$ cat config.mk
export PLATFORM = sky130hd
export DESIGN_NAME = ysyx_2022040010_wb_arbiter
export DESIGN_NICKNAME = d
export VERILOG_FILES = /design/src/rtl/ysyx_2022040010_wb_pkg.sv /design/src/rtl/ysyx_2022040010_scoreboard.sv /design/src/rtl/ysyx_2022040010_wb_arbiter.sv
export SDC_FILE = /design/constraint.sdc
export NUM_CORES = 1
export LEC_CHECK = 0
export BUFFER_PORTS_ARGS = -buffer_cell sky130_fd_sc_hd__buf_2
export CORE_MARGIN = 2
export CORE_UTILIZATION = 49
export DETAILED_ROUTE_END_ITERATION = 8
export PLACE_DENSITY = 0.81
export REMOVE_ABC_BUFFERS = 1
export SKIP_CTS_REPAIR_TIMING = 1
export SYNTH_ARGS = -nofsm -noshare
export SYNTH_HDL_FRONTEND = slang
export SYNTH_HIERARCHICAL = 1
export SYNTH_SLANG_ARGS = --single-unit
$ cat constraint.sdc
create_clock -name clk -period 2.9 [get_ports clk]
set_clock_uncertainty 0.15 [all_clocks]
set_input_delay 0 -clock clk [delete_from_list [all_inputs] [get_ports clk]]
set_output_delay 0 -clock clk [all_outputs]
set_load 0.02 [all_outputs]
$ cat src/rtl/ysyx_2022040010_wb_pkg.sv
// Shared defaults and requester ids for the writeback arbiter slice.
package ysyx_2022040010_wb_pkg;

  localparam int unsigned WB_XLEN = 64;
  localparam int unsigned WB_NREG = 32;
  localparam int unsigned WB_AW   = 5;

  typedef enum logic [1:0] {
    REQ_NONE = 2'd0,
    REQ_ALU  = 2'd1,
    REQ_LSU  = 2'd2
  } req_id_e;

endpackage

$ cat src/rtl/ysyx_2022040010_scoreboard.sv
// Register busy bitmap with issue-side RAW/WAW stall generation.
module ysyx_2022040010_scoreboard
  import ysyx_2022040010_wb_pkg::*;
#(
  parameter int unsigned NREG = WB_NREG,
  parameter int unsigned AW   = WB_AW
) (
  input  logic            clk,
  input  logic            rst,
  input  logic            issue_valid,
  input  logic            issue_we,
  input  logic [AW-1:0]   issue_rd,
  input  logic [AW-1:0]   issue_rs1,
  input  logic [AW-1:0]   issue_rs2,
  input  logic            rf_we,
  input  logic [AW-1:0]   rf_waddr,
  output logic            issue_stall,
  output logic [NREG-1:0] busy
);

  logic [NREG-1:0] r_busy;
  logic [NREG-1:0] w_busy_nxt;
  logic            w_rs1_haz;
  logic            w_rs2_haz;
  logic            w_rd_haz;
  logic            w_issue_fire;

  // A register being written this cycle is readable through the regfile bypass.
  assign w_rs1_haz = r_busy[issue_rs1] && !(rf_we && (rf_waddr == issue_rs1)) && (issue_rs1 != '0);
  assign w_rs2_haz = r_busy[issue_rs2] && !(rf_we && (rf_waddr == issue_rs2)) && (issue_rs2 != '0);
  assign w_rd_haz  = issue_we && r_busy[issue_rd] && !(rf_we && (rf_waddr == issue_rd));

  assign issue_stall  = issue_valid && (w_rs1_haz || w_rs2_haz || w_rd_haz);
  assign w_issue_fire = issue_valid && issue_we && (issue_rd != '0) && !issue_stall;

  // Clear first so a same-cycle set for the next producer wins.
  always_comb begin
    w_busy_nxt = r_busy;
    if (rf_we) begin
      w_busy_nxt[rf_waddr] = 1'b0;
    end
    if (w_issue_fire) begin
      w_busy_nxt[issue_rd] = 1'b1;
    end
    w_busy_nxt[0] = 1'b0;
  end

  always_ff @(posedge clk) begin
    if (rst) begin
      r_busy <= '0;
    end else begin
      r_busy <= w_busy_nxt;
    end
  end

  assign busy = r_busy;

endmodule

$ cat src/rtl/ysyx_2022040010_wb_arbiter.sv
// Arbitrates ALU/LSU writebacks onto the single regfile write port and
// tracks in-flight destinations through the scoreboard.
module ysyx_2022040010_wb_arbiter
  import ysyx_2022040010_wb_pkg::*;
#(
  parameter int unsigned XLEN       = WB_XLEN,
  parameter int unsigned NREG       = WB_NREG,
  parameter int unsigned AW         = WB_AW,
  parameter int unsigned STARVE_MAX = 4
) (
  input  logic            clk,
  input  logic            rst,
  input  logic            issue_valid,
  input  logic            issue_we,
  input  logic [AW-1:0]   issue_rd,
  input  logic [AW-1:0]   issue_rs1,
  input  logic [AW-1:0]   issue_rs2,
  output logic            issue_stall,
  input  logic            alu_valid,
  input  logic [AW-1:0]   alu_rd,
  input  logic [XLEN-1:0] alu_data,
  output logic            alu_ready,
  input  logic            lsu_valid,
  input  logic [AW-1:0]   lsu_rd,
  input  logic [XLEN-1:0] lsu_data,
  output logic            lsu_ready,
  output logic            rf_we,
  output logic [AW-1:0]   rf_waddr,
  output logic [XLEN-1:0] rf_wdata,
  output logic [NREG-1:0] busy,
  output logic            err
);

  localparam int unsigned SW = (STARVE_MAX < 1) ? 1 : $clog2(STARVE_MAX + 1);

  req_id_e         w_grant;
  logic            w_alu_force;
  logic            w_fire;
  logic [AW-1:0]   w_fire_rd;
  logic [XLEN-1:0] w_fire_data;
  logic [SW-1:0]   r_starve_cnt;
  logic            r_rf_we;
  logic [AW-1:0]   r_rf_waddr;
  logic [XLEN-1:0] r_rf_wdata;
  logic            r_err;
  logic [NREG-1:0] w_busy;

  assign w_alu_force = (r_starve_cnt == SW'(STARVE_MAX));

  // LSU has priority unless the ALU has lost STARVE_MAX cycles in a row.
  always_comb begin
    w_grant = REQ_NONE;
    if (!rst) begin
      if (alu_valid && (w_alu_force || !lsu_valid)) begin
        w_grant = REQ_ALU;
      end else if (lsu_valid) begin
        w_grant = REQ_LSU;
      end
    end
  end

  always_comb begin
    w_fire      = 1'b0;
    w_fire_rd   = '0;
    w_fire_data = '0;
    case (w_grant)
      REQ_ALU: begin
        w_fire      = 1'b1;
        w_fire_rd   = alu_rd;
        w_fire_data = alu_data;
      end
      REQ_LSU: begin
        w_fire      = 1'b1;
        w_fire_rd   = lsu_rd;
        w_fire_data = lsu_data;
      end
      default: ;
    endcase
  end

  assign alu_ready = (w_grant == REQ_ALU);
  assign lsu_ready = (w_grant == REQ_LSU);

  always_ff @(posedge clk) begin
    if (rst) begin
      r_starve_cnt <= '0;
    end else if (alu_valid && !alu_ready) begin
      r_starve_cnt <= r_starve_cnt + SW'(1);
    end else begin
      r_starve_cnt <= '0;
    end
  end

  // Output stage: writes to x0 are accepted but never reach the regfile.
  always_ff @(posedge clk) begin
    if (rst) begin
      r_rf_we    <= 1'b0;
      r_rf_waddr <= '0;
      r_rf_wdata <= '0;
    end else begin
      r_rf_we <= w_fire && (w_fire_rd != '0);
      if (w_fire) begin
        r_rf_waddr <= w_fire_rd;
        r_rf_wdata <= w_fire_data;
      end
    end
  end

  always_ff @(posedge clk) begin
    if (rst) begin
      r_err <= 1'b0;
    end else if (w_fire && (w_fire_rd != '0) && !w_busy[w_fire_rd]) begin
      r_err <= 1'b1;
    end
  end

  ysyx_2022040010_scoreboard #(
    .NREG (NREG),
    .AW   (AW)
  ) u_scoreboard (
    .clk         (clk),
    .rst         (rst),
    .issue_valid (issue_valid),
    .issue_we    (issue_we),
    .issue_rd    (issue_rd),
    .issue_rs1   (issue_rs1),
    .issue_rs2   (issue_rs2),
    .rf_we       (r_rf_we),
    .rf_waddr    (r_rf_waddr),
    .issue_stall (issue_stall),
    .busy        (w_busy)
  );

  assign rf_we    = r_rf_we;
  assign rf_waddr = r_rf_waddr;
  assign rf_wdata = r_rf_wdata;
  assign busy     = w_busy;
  assign err      = r_err;

endmodule
==> reports/summary.md <==
Summing the sequential cell areas from Yosys gives 32.8% of the chip area. For the number of I/O pins, the log shows 265. After synthesis, the mean cell area works out to 7.77 µm².

The horizontal die dimension was 118 µm. Synthesis handed over a netlist of 824 instances. The category of the most critical setup path is flop to flop. For this run, the number of Yosys warnings is 6.

Once the floorplan was initialized, standard cells occupied 50.5% of the core. Max-cap violations in this run came to 0. The total number of placement rows is 41. Worst reg2reg path depth: 13.

The capture point of the worst reg-to-reg path was err. The startpoint identified for the worst hold timing path is alu_data[30]. Summing internal, switching and leakage power gives 3.61 mW. For the initial antenna violation count, the log shows 0. For the TritonCTS buffer count, the log shows 9.

In this run, the number of DRC markers left after iteration 0 of detailed routing was 1031. The detailed-route wire length per cell was 21.0 µm. The first global-routing pass estimated 35300 µm of wire.

Among all flip-flop cells after synthesis, the most frequent one is sky130_fd_sc_hd__dfxtp_1. The ratio of cells with drive above 1 in the final layout is 29.6%. The run finished, with violations left. The congestion estimate from routability-driven global placement came to 0.941. Summed over all layers, the routed wires come to 28400 µm.

Clock-pin slew was measured on the worst setup and hold paths at 0.07 ns. Leading area contributor after synthesis: sky130_fd_sc_hd__dfxtp_1. The startpoint identified for the worst register-to-register timing path is r_starve_cnt[0]. The synthesized design devotes to its leading area cell type 32.8% of total area.

The total overflow left after global routing is 0. The antenna cell count is 0. Entering global routing, the biggest net connects 125 pins.

After the last flow step, the layout net total stands at 1337. The floorplan step set the die height to 118 µm. The pre-antenna-repair detailed-routing pass consisted of 9 iterations. The commonest cells after synthesis are sky130_fd_sc_hd__nor2_1, sky130_fd_sc_hd__dfxtp_1, sky130_fd_sc_hd__a21oi_1, sky130_fd_sc_hd__nand2_1, sky130_fd_sc_hd__a22oi_1.

The run gives 3 as the H-tree depth. The minimum hold slack came out at -0.0990 ns. The layout-stage area growth over the synthesis result came out at 46.9%. For the worst-skew pair, the clock arrives at the later sink with an insertion delay of 0.35 ns. The maximum number of buffers from clock root to sink was 2; the via-per-instance ratio was 6.14.

Data on the critical path is required at its endpoint by 3.00 ns. Across every metal layer, demand over resource in global routing totals 31.5%. The total area inside the core boundary comes to 12700 µm².

The post-detailed-route count of antenna-violating nets is 0, and the number of DRC violations after detailed routing is 1. The die covers 14000 µm². The slew at the pin with the worst max-slew slack was 0.744 ns; the areal power density over the cells was 384 nW/µm².

The type of element launching the critical path is a flop. Setup violations remaining at the end of the flow were counted as 0. The wire-length estimate of the detail-placed layout is 16000 µm. The number of global-route vias before repair was 6654. The final critical path takes up 96.0% of the cycle. The clock period minus final worst setup slack is 2.78 ns. Synthesis instantiated 65 different standard cells from the library.

The critical path ends at err. Tracing the worst setup path back leads to its startpoint at r_starve_cnt[0]. For the worst slew margin relative to its limit, the log shows 50.4%. For the routed via count, the log shows 8301.

The number of hold violations in the final report was 6; the total number of clock tree sinks was 105. The maximum fanout along the worst path was 7. In this run, synthesis inferred 0 flip-flops with an integrated enable.

The min-delay analysis places its worst path in the category input pin to flop. The flip-flop and latch count after synthesis was 105. The signal arrival time at the worst endpoint was 2.89 ns. For the post-placement cell count, the log shows 1205. During placement, the flow inserted port buffers numbering 263. Ranked by total cell area, the synthesized netlist is headed by sky130_fd_sc_hd__dfxtp_1, sky130_fd_sc_hd__nor2_1, sky130_fd_sc_hd__a22oi_1, sky130_fd_sc_hd__a21oi_1, sky130_fd_sc_hd__mux4_2. Across the VDD grid, the largest voltage drop is 351 µV. The number of non-filler instances in the completed layout is 1351.

For this run, asynchronously set or reset flops after synthesis account for 0%. The total standard cell area after synthesis is 6400 µm², and the aggregate negative setup slack is 0 ns. In this run the clock root is driven by a sky130_fd_sc_hd__clkbuf_16. The tools report the capturing element type of the critical path as a flop. The most used standard cell by instance count after synthesis was sky130_fd_sc_hd__nor2_1.

Final-report max-slew violation count: 0. The tools report the top achievable clock speed as 359 MHz. The checks that failed: design-rule violations, negative hold slack. TritonCTS built the clock tree. Setup slack on the worst reg-to-reg path comes out at 0.12 ns. Summed over all cells, the static leakage comes to 4.00 nW.
layer usage:
| metal | up-vias | part of all wire (%) | track usage [%] |
|---|---|---|---|
| met5 | - | 0 | 0 |
| met4 | 0 | 5.9 | 12.0 |
| met3 | 172 | 10 | 7.87 |
| met2 | 628 | 47 | 50.6 |
| met1 | 3851 | 36 | 40.6 |
| li1 | 3650 | - | - |
logic make-up (layout without fill, tap and decap cells):
kind of cell | count (synthesis) | after routing | share of synthesized area (%)
multiplexers | 40 | 40 | 9.48
AND/OR/NAND/NOR | 341 | 341 | 24.8
adder cells (fa/ha/maj) | 4 | 4 | 0.782
XOR/XNOR | 16 | 16 | 2.19
AO/OA/AOI/OAI | 233 | 233 | 23.8
flip-flops | 105 | 105 | 32.8
buffers and inverters | 84 | 439 | 6.08
other | 1 | 1 | 0.0586
cell type report:
| class | count | area (µm²) |
|---|---|---|
| inverters | 8 | 30.0 |
| clock inverters | 7 | 88.8 |
| flip-flops and latches | 105 | 2100 |
| clock buffers | 9 | 225 |
| repair buffers | 415 | 2790 |
| multi-input cells | 635 | 3960 |
| fillers | 896 | 3260 |
| well taps | 172 | 215 |
critical path, stage by stage (launching register included):
cell	delay, ns
sky130_fd_sc_hd__dfxtp_1	0.33
sky130_fd_sc_hd__inv_1	0.06
sky130_fd_sc_hd__ha_1	0.16
sky130_fd_sc_hd__nand2_1	0.07
sky130_fd_sc_hd__a21oi_2	0.24
sky130_fd_sc_hd__inv_1	0.11
sky130_fd_sc_hd__ha_4	0.19
sky130_fd_sc_hd__a22oi_2	0.37
sky130_fd_sc_hd__nor2_4	0.14
sky130_fd_sc_hd__buf_4	0.17
sky130_fd_sc_hd__nand2_1	0.07
sky130_fd_sc_hd__a311oi_2	0.09
sky130_fd_sc_hd__o211a_1	0.23
sky130_fd_sc_hd__o41ai_2	0.31
registers in the layout, summed over array words and instances, names as in the netlist:
name / cells
rf_wdata: 64
u_scoreboard/busy: 31
rf_waddr: 5
r_starve_cnt: 3
err: 1
rf_we: 1
per-stage QoR:
step | utilization (%) | cell area, µm² | worst slack [ns]
6_report | 74.2 | 9410 | 0.115
5_1_grt | 74.2 | 9410 | -0.0529
4_1_cts | 63.8 | 8090 | 0.0245
3_5_place_dp | 61.3 | 7770 | 0.0462
3_3_place_gp | 61.3 | 7770 | 0.0739
2_1_floorplan | - | 6040 | -1.95
worst min-delay path by stage:
| stage | endpoint | slack [ns] | cells after the start |
|---|---|---|---|
| after floorplan | rf_waddr[1] | -0.08 | 1 |
| after global placement | issue_stall | 0.19 | 4 |
| after detailed placement | issue_stall | 0.20 | 4 |
| after CTS | rf_wdata[57] | -0.14 | 5 |
| after global routing | rf_wdata[30] | -0.05 | 5 |
| final | rf_wdata[30] | -0.1 | 5 |
power by group:
| group | internal [mW] | total (mW) | switching, mW |
|---|---|---|---|
| logic | 0.360 | 0.812 | 0.452 |
| registers | 1.48 | 1.51 | 0.0350 |
| clock network | 0.690 | 1.29 | 0.599 |
| total | 2.53 | 3.61 | 1.09 |
cell usage in the layout, fill, tap and decap left out, types with 12 or more instances in the layout:
| cell | Yosys | routed |
|---|---|---|
| sky130_fd_sc_hd__buf_2 | 17 | 262 |
| sky130_fd_sc_hd__nor2_1 | 141 | 139 |
| sky130_fd_sc_hd__dlygate4sd3_1 | 0 | 126 |
| sky130_fd_sc_hd__dfxtp_1 | 105 | 105 |
| sky130_fd_sc_hd__a21oi_1 | 71 | 70 |
| sky130_fd_sc_hd__nand2_1 | 69 | 69 |
| sky130_fd_sc_hd__a22oi_1 | 67 | 67 |
| sky130_fd_sc_hd__nor3_1 | 38 | 38 |
| sky130_fd_sc_hd__o21ai_0 | 31 | 31 |
| sky130_fd_sc_hd__buf_4 | 6 | 26 |
| sky130_fd_sc_hd__mux2i_1 | 22 | 22 |
| sky130_fd_sc_hd__nor2b_1 | 21 | 21 |
| sky130_fd_sc_hd__o21ai_1 | 21 | 21 |
| sky130_fd_sc_hd__nand3b_1 | 20 | 20 |
| sky130_fd_sc_hd__mux4_2 | 15 | 15 |
| sky130_fd_sc_hd__nand3_1 | 13 | 13 |
| sky130_fd_sc_hd__xor2_1 | 12 | 12 |
(Power assumes the default switching activity.)
